### config.mk
export PLATFORM = sky130hd
export DESIGN_NAME = fabric_port_tx
export DESIGN_NICKNAME = d
export VERILOG_FILES = /design/src/rtl/fabric_port_pkg.sv /design/src/rtl/fabric_credit_counter.sv /design/src/rtl/fabric_port_tx.sv
export SDC_FILE = /design/constraint.sdc
export NUM_CORES = 1
export LEC_CHECK = 0
export ABC_AREA = 0
export BUFFER_PORTS_ARGS = -buffer_cell sky130_fd_sc_hd__buf_2
export CORE_MARGIN = 2
export CORE_UTILIZATION = 29
export DETAILED_ROUTE_END_ITERATION = 10
export SLEW_MARGIN = 20
export SYNTH_ARGS = -nofsm -noshare
export SYNTH_HDL_FRONTEND = slang
export SYNTH_HIERARCHICAL = 1
export SYNTH_SLANG_ARGS = --single-unit
### constraint.sdc
create_clock -name clk -period 16.5 [get_ports clk]
set_input_delay 4.95 -clock clk [delete_from_list [all_inputs] [get_ports clk]]
set_output_delay 4.95 -clock clk [all_outputs]
set_load 0.005 [all_outputs]
### src/rtl/fabric_port_pkg.sv
// ----------------------------------------------------------------------------
// fabric_port_pkg
// Shared definitions for the fabric-port transmit block.
//   - Flit header field positions. They are offsets down from the flit MSB, so
//     one set of constants serves every flit width:
//     bit index = WIDTH_NOC-1-<FIELD>_POS.
//   - flit_hdr_t: decoded header (valid, head, tail, vc). The vc field is
//     sized for the widest supported VC address and zero-extended.
//   - credit_w(): width of a credit counter that has to hold 0..depth.
// No ports.
// ----------------------------------------------------------------------------
package fabric_port_pkg;

    localparam int VALID_POS  = 0;
    localparam int HEAD_POS   = 1;
    localparam int TAIL_POS   = 2;
    localparam int VC_POS     = 3;
    localparam int VC_FIELD_W = 8;

    typedef struct packed {
        logic                  valid;
        logic                  head;
        logic                  tail;
        logic [VC_FIELD_W-1:0] vc;
    } flit_hdr_t;

    function automatic int credit_w(input int depth);
        return $clog2(depth) + 1;
    endfunction

endpackage

### src/rtl/fabric_credit_counter.sv
// ----------------------------------------------------------------------------
// fabric_credit_counter
// One virtual channel's credit count toward the router input buffer. It
// resets to DEPTH, which is a full buffer's worth of credit.
//   clk      in   clock
//   rst      in   asynchronous reset, active-low
//   ret      in   one credit returned by the router this cycle
//   dec      in   one flit issued on this VC this cycle (only issued when count>0)
//   count    out  current credit count
//   overflow out  return arrived while already full (the count saturates)
// ----------------------------------------------------------------------------
module fabric_credit_counter
    import fabric_port_pkg::*;
#(
    parameter int DEPTH = 8,
    parameter int CW    = credit_w(DEPTH)
) (
    input  logic          clk,
    input  logic          rst,
    input  logic          ret,
    input  logic          dec,
    output logic [CW-1:0] count,
    output logic          overflow
);

    localparam logic [CW-1:0] FULL = CW'(DEPTH);

    assign overflow = ret && (count == FULL);

    // A return and an issue in the same cycle cancel out. A lone return at
    // FULL is held at FULL.
    always_ff @(posedge clk or negedge rst) begin
        if (!rst) begin
            count <= FULL;
        end else if (ret && !dec && (count != FULL)) begin
            count <= count + 1'b1;
        end else if (dec && !ret) begin
            count <= count - 1'b1;
        end
    end

endmodule

### src/rtl/fabric_port_tx.sv
// ----------------------------------------------------------------------------
// fabric_port_tx
// Serializes the valid flit slots of a wide RTL word onto one NoC injection
// port, one flit per cycle, with credit-based flow control for each VC and a
// sticky protocol checker. Slot 0 sits in the MSBs of i_data.
//   clk           in   clock
//   rst           in   asynchronous reset, active-low
//   i_data        in   RTL word of RATIO flit slots
//   i_valid       in   i_data valid
//   o_ready       out  word accepted when i_valid & o_ready
//   noc_flit_out  out  registered flit to router
//   noc_valid_out out  registered flit valid
//   noc_credit_in in   per-VC credit return
//   o_vc_credits  out  per-VC credit counts, VC0 in the LSBs
//   o_proto_err   out  sticky protocol/credit error
// Optional build macro FABRIC_PORT_TX_STATS_EN adds three 32-bit counters:
//   o_stat_flits (flits issued), o_stat_pkts (tails issued) and
//   o_stat_stall (SEND cycles with no issue).
// ----------------------------------------------------------------------------
module fabric_port_tx
    import fabric_port_pkg::*;
#(
    parameter int WIDTH_NOC        = 128,
    parameter int RATIO            = 4,
    parameter int WIDTH_RTL        = WIDTH_NOC * RATIO,
    parameter int NUM_VC           = 2,
    parameter int DEPTH_PER_VC     = 8,
    parameter int VC_ADDRESS_WIDTH = (NUM_VC > 1) ? $clog2(NUM_VC) : 1
) (
    input  logic                                   clk,
    input  logic                                   rst,
    input  logic [WIDTH_RTL-1:0]                   i_data,
    input  logic                                   i_valid,
    output logic                                   o_ready,
    output logic [WIDTH_NOC-1:0]                   noc_flit_out,
    output logic                                   noc_valid_out,
    input  logic [NUM_VC-1:0]                      noc_credit_in,
    output logic [NUM_VC*credit_w(DEPTH_PER_VC)-1:0] o_vc_credits,
    output logic                                   o_proto_err
`ifdef FABRIC_PORT_TX_STATS_EN
    ,
    output logic [31:0]                            o_stat_flits,
    output logic [31:0]                            o_stat_pkts,
    output logic [31:0]                            o_stat_stall
`endif
);

    localparam int CW     = credit_w(DEPTH_PER_VC);
    localparam int SLOT_W = (RATIO > 1) ? $clog2(RATIO) : 1;

    localparam logic [0:0] IDLE = 1'b0;
    localparam logic [0:0] SEND = 1'b1;

    logic [0:0]           state;
    logic [WIDTH_RTL-1:0] hold_data;
    logic [WIDTH_NOC-1:0] hold_slot [RATIO];
    logic [RATIO-1:0]     pending;
    logic [RATIO-1:0]     in_mask;
    logic [RATIO-1:0]     slot_bit;
    logic [SLOT_W-1:0]    cur_slot;
    logic [WIDTH_NOC-1:0] cur_flit;
    flit_hdr_t            cur_hdr;
    logic                 vc_ok;
    logic                 has_credit;
    logic                 cur_open;
    logic                 issue;
    logic                 last_slot;
    logic                 accept;
    logic                 proto_hit;
    logic [NUM_VC-1:0]    dec_vec;
    logic [NUM_VC-1:0]    ovf_vec;
    logic [NUM_VC-1:0]    vc_open;
    logic [CW-1:0]        credit [NUM_VC];

    always_comb begin
        for (int j = 0; j < RATIO; j++) begin
            in_mask[j]   = i_data[WIDTH_RTL-1-WIDTH_NOC*j];
            hold_slot[j] = hold_data[WIDTH_RTL-1-WIDTH_NOC*j -: WIDTH_NOC];
        end
    end

    // Priority encoder. The loop runs downward so the lowest pending slot is
    // the last one written and wins. Invalid slots are never pending, so they
    // are skipped without costing a cycle.
    always_comb begin
        cur_slot = '0;
        for (int j = RATIO - 1; j >= 0; j--) begin
            if (pending[j]) cur_slot = SLOT_W'(j);
        end
    end

    assign cur_flit = hold_slot[cur_slot];
    assign slot_bit = RATIO'(1) << cur_slot;

    always_comb begin
        cur_hdr       = '0;
        cur_hdr.valid = cur_flit[WIDTH_NOC-1-VALID_POS];
        cur_hdr.head  = cur_flit[WIDTH_NOC-1-HEAD_POS];
        cur_hdr.tail  = cur_flit[WIDTH_NOC-1-TAIL_POS];
        cur_hdr.vc    = VC_FIELD_W'(cur_flit[WIDTH_NOC-1-VC_POS -: VC_ADDRESS_WIDTH]);
    end

    // A VC number beyond NUM_VC has no credit pool. The flit is sent anyway
    // so the port cannot deadlock, and it is flagged as a protocol error.
    always_comb begin
        vc_ok      = (int'(cur_hdr.vc) < NUM_VC);
        has_credit = !vc_ok;
        cur_open   = 1'b0;
        dec_vec    = '0;
        for (int v = 0; v < NUM_VC; v++) begin
            if (int'(cur_hdr.vc) == v) begin
                has_credit = (credit[v] != '0);
                cur_open   = vc_open[v];
                dec_vec[v] = issue;
            end
        end
    end

    assign issue     = (state == SEND) && has_credit;
    assign last_slot = ((pending & ~slot_bit) == '0);
    assign o_ready   = (state == IDLE) || (issue && last_slot);
    assign accept    = i_valid && o_ready;

    assign proto_hit = issue && (!vc_ok || !cur_hdr.valid ||
                                 (cur_hdr.head && cur_open) ||
                                 (!cur_hdr.head && !cur_open));

    always_ff @(posedge clk) begin
        if (accept) hold_data <= i_data;
    end

    always_ff @(posedge clk or negedge rst) begin
        if (!rst) begin
            state   <= IDLE;
            pending <= '0;
        end else if (accept) begin
            pending <= in_mask;
            state   <= (|in_mask) ? SEND : IDLE;
        end else if (issue) begin
            pending <= pending & ~slot_bit;
            if (last_slot) state <= IDLE;
        end
    end

    always_ff @(posedge clk or negedge rst) begin
        if (!rst) begin
            noc_valid_out <= 1'b0;
            noc_flit_out  <= '0;
        end else begin
            noc_valid_out <= issue;
            if (issue) noc_flit_out <= cur_flit;
        end
    end

    // Open-packet tracking. A tail closes the VC, including a head+tail flit.
    always_ff @(posedge clk or negedge rst) begin
        if (!rst) begin
            vc_open     <= '0;
            o_proto_err <= 1'b0;
        end else begin
            for (int v = 0; v < NUM_VC; v++) begin
                if (dec_vec[v]) vc_open[v] <= cur_hdr.tail ? 1'b0 : (cur_hdr.head | vc_open[v]);
            end
            o_proto_err <= o_proto_err | proto_hit | (|ovf_vec);
        end
    end

    for (genvar v = 0; v < NUM_VC; v++) begin : g_credit
        fabric_credit_counter #(
            .DEPTH (DEPTH_PER_VC),
            .CW    (CW)
        ) u_credit (
            .clk      (clk),
            .rst      (rst),
            .ret      (noc_credit_in[v]),
            .dec      (dec_vec[v]),
            .count    (credit[v]),
            .overflow (ovf_vec[v])
        );
        assign o_vc_credits[v*CW +: CW] = credit[v];
    end

`ifdef FABRIC_PORT_TX_STATS_EN
    always_ff @(posedge clk or negedge rst) begin
        if (!rst) begin
            o_stat_flits <= '0;
            o_stat_pkts  <= '0;
            o_stat_stall <= '0;
        end else begin
            if (issue) o_stat_flits <= o_stat_flits + 32'd1;
            if (issue && cur_hdr.tail) o_stat_pkts <= o_stat_pkts + 32'd1;
            if ((state == SEND) && !issue) o_stat_stall <= o_stat_stall + 32'd1;
        end
    end
`endif

endmodule

==> run_results.csv, run 1 <==
group,metric,value,unit
sta,fmax,126,MHz
power,p_sw,0.00245,W
synth,yosysSeqAreaShare,0.791,
worst_setup_path,critical-path-max-stage-delay,0.94,ns
die,core_area,0.0821,sq mm
final_layout,nets,2539,
global_route,grt_overflow_total,0,
clocking,cts-root-buf,"clkbuf_16",
die,die_x,292,um
sta,final-hold-violation-count,0,
sta,slew_violations,0,
placement,dp_hpwl,47100,um
worst_setup_path,path_cells,"buf_2 -> inv_1 -> o22a_2 -> inv_8 -> buf_4 -> buf_4",
sta,slew_headroom,0.271,
global_route,antenna_found_initial,35,
worst_hold_path,min_path_type,"reg2reg",
power,switching_share,0.353,
clocking,cts_max_path_buffers,3,
power,power_frac_comb,0.350,
sta,worst_slack,8.58,ns
synth,ys.flop_type,"edfxtp_1",
power,powerDensity,225,mW/mm^2
routing,drc,0,
routing,vias_per_cell,4.77,
worst_setup_path,worst_ep_arrival_time,8.12,ns
clocking,post_cts_buffers,0,
die,ios,656,
routing,post_drt_wl_per_cell,22.2,um
sta,setup_tns,0,ns
clocking,htreeDepth,3,
clocking,tritoncts,"built",
routing,vias,15200,
worst_setup_path,required,16.70,ns
clocking,cts.sinks,657,
synth,async_flop_share,0.221,
synth,synth_edf_count,512,
clocking,cts_resized,0,
global_route,grtUsageMet3,0.0322,
routing,drtPass1Iterations,7,
global_route,use_met1,0.189,
placement,io_buffers,655,
global_route,grt_pass1_wl,102000,um
sta,finalClockSkew,0.0299,ns
global_route,busiest_layer,"met2",
final_layout,area_growth,28.3,%
routing,drt-total-wl,70500,um
power,p_seq_frac,0.422,
placement,gpl.final_weighted_congestion,0.833,
global_route,grt_use_total,0.160,
synth,syn_inst,1351,
worst_setup_path,slowest_stage,"buf_4",
synth,syn_nets,1874,
worst_setup_path,startpoint_type,"primary input",
sta,setup_viol,0,
global_route,grt_max_degree,144,
clocking,cts_hold_buf,0,
final_layout,drive_above_1_share,0.450,
worst_setup_path,cp_max_fo,143,
power,p_leak,11.9,nW
synth,yosys_warnings,6,
sta,finalCriticalPeriod,7.92,ns
clocking,clock_latency,0.60,ns
flow_run,drv_cap,0,
sta,rsz0062_at_grt,"false",
worst_setup_path,crit_path_frequent_cell,"buf_4",
global_route,grt_pass1_vias,15800,
synth,ys_seq_elements,657,
global_route,use_met2,0.274,
clocking,cts_buffers,73,
routing,ant_nets,0,
placement,place_ws,7.94,ns
power,ir_worst_vdd,0.138,mV
die,num_rows,105,
sta,tightest_slew,1.09,ns
run_status,status,"completed",
power,p_clk_frac,0.227,
clocking,clk_pin_slew,0.06,ns
synth,synth.avg_cell_area,17.8,sq um
synth,synth_cell_types,47,
sta,fin_crit_sh,0.480,
die,chipHeight,292,um
power,internal_power,0.00449,W
synth,netlist_area,0.0240,sq mm
worst_setup_path,end_kind,"flip-flop",
worst_setup_path,critPathKind,"in2reg",
die,die-area,0.0852,sq mm
routing,drtIter0Drc,1403,
die,start_util,0.293,
-- layout by cell type, fill, tap and decap left out, drive strengths merged, types with 2 or more instances in the layout --
cell type | synthesis | final
a21o | 2 | 2
a21oi | 132 | 132
a222oi | 124 | 124
a22o | 2 | 2
and2 | 4 | 4
buf | 40 | 675
bufinv | 0 | 5
clkbuf | 45 | 97
clkinv | 0 | 29
clkinvlp | 0 | 2
dfrtp | 143 | 143
dfstp | 2 | 2
diode | 0 | 33
edfxtp | 512 | 512
fa | 2 | 2
ha | 4 | 4
inv | 9 | 10
mux2 | 132 | 132
mux2i | 8 | 8
nand2 | 11 | 11
nand2b | 5 | 5
nor2 | 136 | 136
nor3 | 3 | 3
nor4b | 2 | 2
o21ai | 7 | 7
o22ai | 2 | 2
or3b | 2 | 2
or4 | 2 | 2
xor2 | 7 | 7
-- worst max-delay path: cells and delay by family --
kind / cells / cell delay (ns)
AOI/OAI and AO/OA: 1 / 0.31
buffers and inverters: 5 / 2.70
-- final timing paths --
| check | from | to | slack, ns | cells past startpoint |
|---|---|---|---|---|
| worst max register to register | pending[1]$_DFFE_PN0P_ | hold_data[438]$_DFFE_PP_ | 11.47 | 8 |
| worst min register to register | noc_flit_out[126]$_DFFE_PN0P_ | noc_flit_out[126]$_DFFE_PN0P_ | 0.51 | 2 |
| min in group asynchronous | rst | noc_flit_out[70]$_DFFE_PN0P_ | 4.37 | 1 |
| worst max-delay path | i_valid | hold_data[438]$_DFFE_PP_ | 8.58 | 6 |
| max in group asynchronous | rst | noc_flit_out[76]$_DFFE_PN0P_ | 10.80 | 2 |
| worst min-delay path | noc_flit_out[126]$_DFFE_PN0P_ | noc_flit_out[126]$_DFFE_PN0P_ | 0.51 | 2 |
-- per-stage QoR --
stage	utilization	hold slack, ns	total power, W	instance area, sq um	cells
after floorplan	-	0.463	0.00486	24000	1351
after global placement	0.346	0.468	0.00532	28400	3011
after detailed placement	0.346	0.496	0.00543	28400	3011
after CTS	0.374	0.508	0.00703	30700	3145
after global routing	0.375	0.541	0.00735	30800	3177
final	0.375	0.508	0.00693	30800	3178
-- kinds of logic (layout without fill, tap and decap cells) --
group           Yosys count  in the layout  synth area share
flops                   657            657             0.791
compound gates          278            278            0.0877
simple gates            169            169            0.0309
mux                     140            140            0.0652
buf+inv                  94            818            0.0189
xor+xnor                  7              7           0.00255
fa+ha+maj                 6              6           0.00375
other cells               0             33                 0
-- routing by layer --
metal	vias to the layer above	wire, um
met5	-	53
met4	8	2500
met3	132	4520
met2	644	36700
met1	7607	26700
li1	6782	-
-- registers in the layout, summed over array words and instances (netlist names) --
register,count
hold_data,512
noc_valid_out,1
g_credit.u_credit/count,8
pending,4
state,1
o_proto_err,1
vc_open,2
noc_flit_out,128
-- synth_stat cells, drive strengths merged, types with 7 or more instances --
cell type  instances  area, sq um
inv                9         36.3
nor2             136          518
dfrtp            143         3580
o21ai              7         35.0
xor2               7         61.3
nand2             11         46.3
buf               40          249
edfxtp           512        15400
a222oi           124         1240
mux2             132         1490
clkbuf            45          169
mux2i              8         80.1
a21oi            132          691
-- power by group through the flow --
stage	Sequential, W	Combinational [W]	Clock, W
2_1_floorplan	0.00320	0.00166	0
3_5_place_dp	0.00296	0.00247	0
5_1_grt	0.00299	0.00267	0.00169
3_3_place_gp	0.00292	0.00240	0
6_report	0.00293	0.00243	0.00158
4_1_cts	0.00293	0.00248	0.00162
-- final cells by class --
type                       instances  area [sq um]
antenna                           33          82.6
clock buffer                      97          1950
clock inverter                    37           378
fill                            7720         51300
inverter                           9          48.8
multi-input combinational        600          4590
sequential                       657         19000
tap                             1070          1340
timing repair buffer             675          3430
No activity file was read; power rests on OpenSTA's default activity.
==> run 2: changes to the inputs <==
- clock period: 16.5 -> 6.95 ns (I/O delays scaled with it)
==> run 2 against run 1 <==
Sequential power increased by 140%; core utilization up 0.22 points; cell count down 0.22%; flip-flop and latch count is the same.
==> run_results.csv, run 2 (synthesis results as in run 1) <==
group,metric,value,unit
final_layout,final_common_cell,"buf_2",
worst_setup_path,rr_startpoint,"pending[2]$_DFFE_PN0P_",
clocking,htreeDepth,3,
worst_setup_path,cp_max_fo,13,
final_layout,drive_above_1_share,0.453,
die,die_x,292,um
worst_setup_path,critPathKind,"reg2out",
final_layout,fin_cells,3171,
clocking,cts.sinks,657,
sta,finalClockSkew,0.0363,ns
worst_setup_path,slowest_stage,"or4b_4",
sta,rsz0062_at_grt,"false",
routing,vias_per_cell,4.80,
global_route,antenna_found_initial,29,
final_layout,largest_reg_flops,512,
sta,setup_viol,0,
worst_setup_path,path_cells,"or4b_4 -> o221ai_2 -> nor2_1 -> mux2i_1 -> o21ai_0 -> buf_2",
global_route,grt_pass1_wl,101000,um
worst_setup_path,path_buf_inv,1,
power,ir_worst_vdd,0.454,mV
routing,vias,15200,
sta,hold_ws,0.493,ns
placement,dp_hpwl,46200,um
flow_run,drv_cap,0,
power,switching_share,0.350,
routing,ant_nets,0,
clocking,cts_hold_buf,0,
worst_setup_path,worst_ep_arrival_time,2.69,ns
sta,tightest_slew,1.13,ns
sta,finalCriticalPeriod,4.77,ns
routing,drt-total-wl,70100,um
sta,fmax,210,MHz
final_layout,final_cell_mix,"buf_2 (654), edfxtp_1 (512), dfrtp_1 (143)",
sta,final-hold-violation-count,0,
worst_setup_path,timing.rr.end,"hold_data[112]$_DFFE_PP_",
global_route,grt_pass1_vias,15900,
final_layout,top_regs,"hold_data (512), noc_flit_out (128), g_credit.u_credit/count (8)",
clocking,cts-root-buf,"clkbuf_16",
clocking,cts_resized,0,
clocking,cts_max_path_buffers,3,
routing,drtPass1Iterations,9,
clocking,post_cts_buffers,0,
clocking,tritoncts,"built",
global_route,grt_use_total,0.158,
power,power_frac_comb,0.347,
sta,fin_crit_sh,0.687,
worst_setup_path,startpoint,"pending[2]$_DFFE_PN0P_",
power,powerDensity,538,mW/mm^2
worst_setup_path,r2r_cells,9,
worst_setup_path,rrSetupSlack,2.41,ns
placement,io_buffers,655,
routing,drtIter0Drc,1436,
final_layout,nets,2538,
power,p_clk_frac,0.236,
placement,gpl.final_weighted_congestion,0.835,
sta,slew_violations,0,
final_layout,fillers,7710,
final_layout,top_register,"hold_data",
die,die-area,0.0852,sq mm
routing,post_drt_wl_per_cell,22.1,um
die,start_util,0.293,
final_layout,area_growth,29.1,%
power,p_sw,0.00584,W
worst_hold_path,min_path_type,"reg2reg",
die,chipHeight,292,um
die,core_area,0.0821,sq mm
power,internal_power,0.0108,W
sta,slew_headroom,0.246,
worst_setup_path,critical-path-max-stage-delay,0.55,ns
global_route,grt_overflow_total,0,
worst_setup_path,path_delay_family,"simple AND/OR/NAND/NOR gates",
clocking,clk_pin_slew,0.07,ns
power,p_seq_frac,0.416,
clocking,clock_latency,0.61,ns
worst_setup_path,end_kind,"output pin",
routing,drc,0,
run_status,status,"completed",
die,ios,656,
global_route,grt_max_degree,200,
power,p_leak,12.0,nW
clocking,cts_buffers,74,
die,num_rows,105,
placement,dp.cells,3008,
worst_setup_path,worstSetupEndpoint,"o_ready",
worst_setup_path,worst-path-stages,6,
worst_setup_path,startpoint_type,"flip-flop",
worst_setup_path,required,4.87,ns
run 2: cell count changes in the layout (fill, tap and decap cells not counted), moves of 2 or more:
cell       before  now
diode_2        33   25
buf_4          20   13
clkbuf_1       21   15
clkbuf_8        3    8
buf_12          0    4
clkinv_2       13    9
inv_6           1    5
clkbuf_16      73   75
run 2: worst min-delay path by stage:
stage                                             start                       endpoint  slack (ns)  cells after the start
after global routing      noc_flit_out[127]$_DFFE_PN0P_  noc_flit_out[127]$_DFFE_PN0P_        0.52                      1
after global placement    noc_flit_out[127]$_DFFE_PN0P_  noc_flit_out[127]$_DFFE_PN0P_        0.48                      1
final                     noc_flit_out[125]$_DFFE_PN0P_  noc_flit_out[125]$_DFFE_PN0P_        0.49                      1
after detailed placement  noc_flit_out[125]$_DFFE_PN0P_  noc_flit_out[125]$_DFFE_PN0P_        0.48                      1
after CTS                 noc_flit_out[125]$_DFFE_PN0P_  noc_flit_out[125]$_DFFE_PN0P_        0.50                      1
after floorplan           noc_flit_out[126]$_DFFE_PN0P_  noc_flit_out[126]$_DFFE_PN0P_        0.46                      2
run 2: cell type report:
class	instances	area, sq um	area share
Sequential cell	657	19000	0.613
Multi-Input combinational cell	600	4610	0.149
Timing Repair Buffer	673	3490	0.113
Clock buffer	98	2040	0.0659
Tap cell	1070	1340	0.0432
Clock inverter	39	413	0.0133
Antenna cell	25	62.6	0.00202
Inverter	9	45.0	0.00145
run 2: stage by stage:
| stage | utilization | instance area (sq um) | total power (W) | setup TNS, ns | setup WS [ns] |
|---|---|---|---|---|---|
| floorplan | - | 24000 | 0.0106 | -1757.82 | -3.43 |
| global placement | 0.347 | 28500 | 0.0127 | 0 | 1.90 |
| detailed placement | 0.347 | 28500 | 0.0129 | 0 | 1.83 |
| CTS | 0.377 | 30900 | 0.0169 | 0 | 2.10 |
| global route | 0.378 | 31000 | 0.0176 | 0 | 1.95 |
| finish | 0.378 | 31000 | 0.0167 | 0 | 2.18 |
run 2: power by group through the flow:
stage          combinational [W]  clock [W]  sequential (W)
3_3_place_gp             0.00571          0         0.00695
4_1_cts                  0.00587    0.00405         0.00696
6_report                 0.00579    0.00394         0.00694
5_1_grt                  0.00634    0.00420         0.00710
3_5_place_dp             0.00585          0         0.00702
2_1_floorplan            0.00373          0         0.00689
run 2: layer usage:
layer  global-route usage  vias to the layer above  routed length [um]
li1                     -                     6770                   -
met1                0.188                     7579               26500
met2                0.268                      730               35900
met3               0.0449                      142                5440
met4               0.0660                       12                2220
met5                    0                        -                  92
